<file path="src/rtl/pwm_seq_ctrl.sv">
// Table-driven sequencer for the four PWM compare values; entries advance only on
// period-overflow pulses so the PWM core never sees a torn duty update.
module pwm_seq_ctrl #(
  parameter int unsigned CRX_WIDTH = 32,
  parameter int unsigned DEPTH     = 16,
  parameter int unsigned RPT_WIDTH = 8,
  localparam int unsigned LenW     = $clog2(DEPTH + 1),
  localparam int unsigned IdxW     = $clog2(DEPTH),
  localparam int unsigned DataW    = 4 * CRX_WIDTH
) (
  input  logic                 clk_i,
  input  logic                 rst_n_i,
  input  logic                 start_i,
  input  logic                 stop_i,
  input  logic                 loop_i,
  input  logic [LenW-1:0]      len_i,
  input  logic [RPT_WIDTH-1:0] rpt_i,
  input  logic                 wr_en_i,
  input  logic [IdxW-1:0]      wr_addr_i,
  input  logic [DataW-1:0]     wr_data_i,
  input  logic                 ovf_i,
  output logic [DataW-1:0]     cr_o,
  output logic                 cr_upd_o,
  output logic [IdxW-1:0]      idx_o,
  output logic                 busy_o,
  output logic                 done_o,
  output logic                 err_o
);

  typedef enum logic [1:0] {StIdle, StArm, StRun} state_e;

  state_e                state_q, state_d;
  logic [DataW-1:0]      table_q [DEPTH];
  logic [DataW-1:0]      cr_q;
  logic [IdxW-1:0]       idx_q;
  logic [LenW-1:0]       len_q;
  logic [RPT_WIDTH-1:0]  rpt_q, rpt_cnt_q;
  logic                  loop_q, upd_q, done_q, err_q;

  logic                  len_ok, last_entry;
  logic                  accept, reject, load, dec, finish;
  logic [IdxW-1:0]       load_idx;

  assign len_ok     = (len_i != '0) && (len_i <= LenW'(DEPTH));
  assign last_entry = ({1'b0, idx_q} == (len_q - LenW'(1)));

  always_ff @(posedge clk_i or negedge rst_n_i) begin
    if (!rst_n_i) begin
      state_q <= StIdle;
    end else begin
      state_q <= state_d;
    end
  end

  always_comb begin
    state_d  = state_q;
    accept   = 1'b0;
    reject   = 1'b0;
    load     = 1'b0;
    dec      = 1'b0;
    finish   = 1'b0;
    load_idx = '0;
    unique case (state_q)
      StIdle: begin
        // A simultaneous stop cancels the start entirely, including the error pulse.
        if (start_i && !stop_i) begin
          if (len_ok) begin
            accept  = 1'b1;
            state_d = StArm;
          end else begin
            reject = 1'b1;
          end
        end
      end
      StArm: begin
        if (stop_i) begin
          state_d = StIdle;
        end else if (ovf_i) begin
          load    = 1'b1;
          state_d = StRun;
        end
      end
      StRun: begin
        if (stop_i) begin
          state_d = StIdle;
        end else if (ovf_i) begin
          if (rpt_cnt_q != '0) begin
            dec = 1'b1;
          end else if (!last_entry) begin
            load     = 1'b1;
            load_idx = idx_q + IdxW'(1);
          end else if (loop_q) begin
            load = 1'b1;
          end else begin
            finish  = 1'b1;
            state_d = StIdle;
          end
        end
      end
      default: state_d = StIdle;
    endcase
  end

  always_comb begin
    busy_o   = (state_q != StIdle);
    cr_o     = cr_q;
    idx_o    = idx_q;
    cr_upd_o = upd_q;
    done_o   = done_q;
    err_o    = err_q;
  end

  // Loads read the table before this cycle's write lands, so a colliding write
  // only takes effect on the next visit to that entry.
  always_ff @(posedge clk_i or negedge rst_n_i) begin
    if (!rst_n_i) begin
      for (int i = 0; i < int'(DEPTH); i++) table_q[i] <= '0;
    end else if (wr_en_i) begin
      table_q[wr_addr_i] <= wr_data_i;
    end
  end

  always_ff @(posedge clk_i or negedge rst_n_i) begin
    if (!rst_n_i) begin
      cr_q      <= '0;
      idx_q     <= '0;
      len_q     <= '0;
      rpt_q     <= '0;
      rpt_cnt_q <= '0;
      loop_q    <= 1'b0;
      upd_q     <= 1'b0;
      done_q    <= 1'b0;
      err_q     <= 1'b0;
    end else begin
      upd_q  <= load;
      done_q <= finish;
      err_q  <= reject;
      if (accept) begin
        len_q  <= len_i;
        rpt_q  <= rpt_i;
        loop_q <= loop_i;
        idx_q  <= '0;
      end
      if (load) begin
        cr_q      <= table_q[load_idx];
        idx_q     <= load_idx;
        rpt_cnt_q <= rpt_q;
      end else if (dec) begin
        rpt_cnt_q <= rpt_cnt_q - RPT_WIDTH'(1);
      end
    end
  end

endmodule
</file>
<file path="config.mk">
export PLATFORM = sky130hd
export DESIGN_NAME = pwm_seq_ctrl
export DESIGN_NICKNAME = d
export VERILOG_FILES = /design/src/rtl/pwm_seq_ctrl.sv
export SDC_FILE = /design/constraint.sdc
export NUM_CORES = 2
export LEC_CHECK = 0
export CORE_ASPECT_RATIO = 0.5
export CORE_MARGIN = 2
export CORE_UTILIZATION = 24
export DETAILED_ROUTE_END_ITERATION = 16
export SLEW_MARGIN = 20
export SYNTH_ARGS = -nofsm -noshare
export SYNTH_HDL_FRONTEND = slang
export SYNTH_SLANG_ARGS = --single-unit
</file>
<file path="constraint.sdc">
create_clock -name clk_i -period 2.8 [get_ports clk_i]
set_input_delay 0.56 -clock clk_i [delete_from_list [all_inputs] [get_ports clk_i]]
set_output_delay 0.56 -clock clk_i [all_outputs]
set_load 0.02 [all_outputs]
</file>
==> results.yml <==
setup_path:
  path_cells: "inv_2 > ha_4 > o21ba_4 > a221oi_4 > buf_4 > o211a_4 > buf_12 > buf_16 > nor4_4 > buf_12 > buf_12 > buf_4 > nand2_1 > a21oi_1 > a221o_1"
  cp_top_family: "buffers and inverters"
  cp_common_cell: "buf_12"
  slowest_delay_ps: 360
  cp.required_ps: 3550
  arrival_ps: 3780
  crit_path_end_kind: "flop"
  crit_buf_inv: 7
  criticalPathCategory: "reg -> reg"
  start_kind: "flop"
  cp_slowest_cell: "dfrtp_1"
  crit_fanout: 28
drt:
  firstDrtPassIters: 5
  wl_per_cell_um: 22.65
  vias: 71060
  ant_nets: 0
  via_per_inst: 4.868
  postRouteWirelength_um: 330600
  drt_iter0_drc: 5448
  drt_drc_violations_left: 0
floorplan:
  design.core.area_sq_um: 428200
  num_rows: 170
  die_h_um: 467.3
  num_io_pins: 288
  initial_core_util_pct: 24.06
  dieArea_sq_um: 434900
  die_w_um: 930.6
layout:
  drive_gt1_share_pct: 41.80
  stdcell_area_sq_um: 130000
  seq_area_sq_um: 55240
  multi_input_area_sq_um: 46050
  nets: 8785
  area_delta_synth_final_pct: 26.19
  nFillCells: 42686
cts:
  clk_pin_slew_ps: 60
  cts_tree: "built"
  clock_latency_ps: 910
  clkSinkCount: 2207
  root_buffer: "clkbuf_16"
  cts_max_level: 4
  cts_buffers: 239
  cts.path.max_buffers: 4
synth:
  ys_warn_count: 0
  synthArstFlopShare_pct: 100.0
  synthFlopType: "dfrtp_1"
  synth_edf_count: 0
  synthesis.nets: 8344
  syn_area_sq_um: 103000
  avgSynthCellArea_sq_um: 12.59
  yosys.cell_types.count: 54
  yosysSeqAreaShare_pct: 53.60
  ys_seq_elements: 2207
  netlist_instances: 8186
place:
  io_buffers: 287
  gp_congestion: 0.8175
  hpwl_um: 213500
  dpl_cell_area_sq_um: 118300
power_and_ir_drop:
  comb_power_share_pct: 20.7
  seqPwrFrac_pct: 45.7
  peakVddDrop_mv: 0.5724
  p_switching_mw: 27.50
  p_total_mw: 98.06
  power.internal_mw: 70.56
  leakagePower_nw: 51.83
  p_clk_share_pct: 33.6
  p_sw_share_pct: 28.05
  power-per-cell-area_nw_per_um2: 754.1
timing:
  finalCritPeriodShare_pct: 108.4
  fin_crit_ps: 3034
  setup_viol: 128
  finalHoldViolCount: 0
  rsz0062_at_grt: "true"
  fin_ws_ps: -233.9
  relSlewSlack_pct: 40.76
  worstMarginPinSlew_ps: 885.9
  clock_skew_ps: 58.29
  slew_viol_final: 0
  fmax_ghz: 0.3296
global_route:
  grt_usage_pct: 14.65
  grt_overflow: 0
  antenna_found_initial: 39
  grt_pass1_vias: 73820
  grt_max_degree: 124
  grt_pass1_wl_um: 492800
flow_run:
  max-cap-violations: 0
run_status:
  status: "finished with violations"
  violations: "negative setup slack"
min_path:
  hp-class: "in -> reg"
[final cells by class]
| cell class | instances | share of cell area, % |
|---|---|---|
| timing repair buffer | 1037 | 9.855 |
| tap | 5762 | 5.545 |
| multi-input combinational | 5005 | 35.41 |
| clock buffer | 345 | 5.370 |
| inverter | 136 | 0.4051 |
| sequential | 2207 | 42.48 |
| timing repair inverter | 1 | 0.006736 |
| clock inverter | 85 | 0.8901 |
| antenna | 18 | 0.03464 |
[synthesized netlist by cell type, types with 127 or more instances]
library cell | instances | area share [%]
o21ai_0 | 206 | 1.0
nor2_1 | 273 | 0.99
a211oi_1 | 254 | 1.9
nand3_1 | 135 | 0.66
a21oi_1 | 256 | 1.2
inv_1 | 135 | 0.49
nand2_1 | 402 | 1.5
dfrtp_1 | 2207 | 54
a22oi_1 | 127 | 0.93
a2111oi_0 | 127 | 1.1
mux2i_1 | 129 | 1.3
mux4_2 | 128 | 2.8
or3_1 | 131 | 0.80
nor2b_1 | 132 | 0.80
a221o_1 | 127 | 1.2
clkbuf_1 | 670 | 2.4
mux2_2 | 2065 | 23
o211ai_1 | 127 | 0.93
[worst paths after layout]
check                      startpoint      endpoint  slack [ps]  cells past startpoint
max                          len_q[0]      cr_o[99]        -230                     15
min in group asynchronous     rst_n_i  table_q[152]         300                      2
max reg2reg                  len_q[0]      cr_o[99]        -230                     15
min                          rpt_i[7]      rpt_q[7]         270                      2
min reg2reg                  rpt_q[5]  rpt_cnt_q[5]         480                      2
max in group asynchronous     rst_n_i  table_q[123]        1380                      4
[layout by cell type (no fill, tap or decap), types with 128 or more instances in the layout]
master	count
o21ai_0	171
a211oi_1	175
a21oi_1	213
mux2_2	2065
mux4_2	128
nand2_1	397
nor2_1	263
dfrtp_1	2203
mux2i_1	129
nor2b_1	130
inv_1	132
buf_4	400
clkbuf_16	251
clkdlybuf4s50_1	284
buf_12	262
[timing repair]
item	4_1_cts	5_1_grt
resized for setup	360	209
setup buffers	36	11
pin swaps	67	123
setup endpoints to repair	135	132
cloned	21	10
hold endpoints to repair	202	0
hold buffers	1	0
[power by group through the flow]
stage / combinational (mW) / sequential [mW] / clock (mW)
floorplan: 11.9 / 44.0 / 0
global placement: 18.7 / 44.8 / 0
detailed placement: 19.2 / 45.2 / 0
CTS: 20.1 / 44.7 / 33.6
global route: 22.0 / 45.6 / 34.9
finish: 20.3 / 44.8 / 33.0
[per-stage QoR]
step | hold slack, ps | setup TNS (ps) | utilization (%) | std cells | setup WS, ps
2_1_floorplan | 264.4 | 0 | - | 8186 | 51.61
5_1_grt | 240.7 | -23050 | 30.37 | 14596 | -294.4
6_report | 267.8 | -14300 | 30.37 | 14596 | -233.9
3_5_place_dp | 463.5 | -58060 | 27.63 | 14077 | -731.3
4_1_cts | 199.7 | -14130 | 30.08 | 14557 | -193.7
3_3_place_gp | 468.3 | -56050 | 27.63 | 14077 | -746.0
[flip-flops by register name, indices dropped and copies added (netlist names)]
signal,count
rpt_cnt_q,8
err_o,1
idx_o,4
cr_upd_o,1
done_o,1
rpt_q,8
loop_q,1
len_q,5
state_q,2
table_q,2048
cr_o,128
[logic make-up (layout without fill, tap and decap cells)]
group / Yosys count / in the layout / synth area share, %
flops: 2207 / 2207 / 53.60
mux: 2322 / 2322 / 26.62
other cells: 0 / 18 / 0
xor+xnor: 16 / 16 / 0.1360
buf+inv: 974 / 1604 / 3.705
simple gates: 1107 / 1107 / 4.970
fa+ha+maj: 6 / 6 / 0.07286
compound gates: 1554 / 1554 / 10.90
[per-layer routing]
layer	up-vias	GRT usage (%)	part of all wire, %
met3	554	1.899	4.1
met4	8	5.724	4.1
met2	1673	25.17	49
met1	37769	18.77	42
met5	-	0	0.013
li1	31056	-	-
Note: power is estimated with default switching activity, not from simulation.
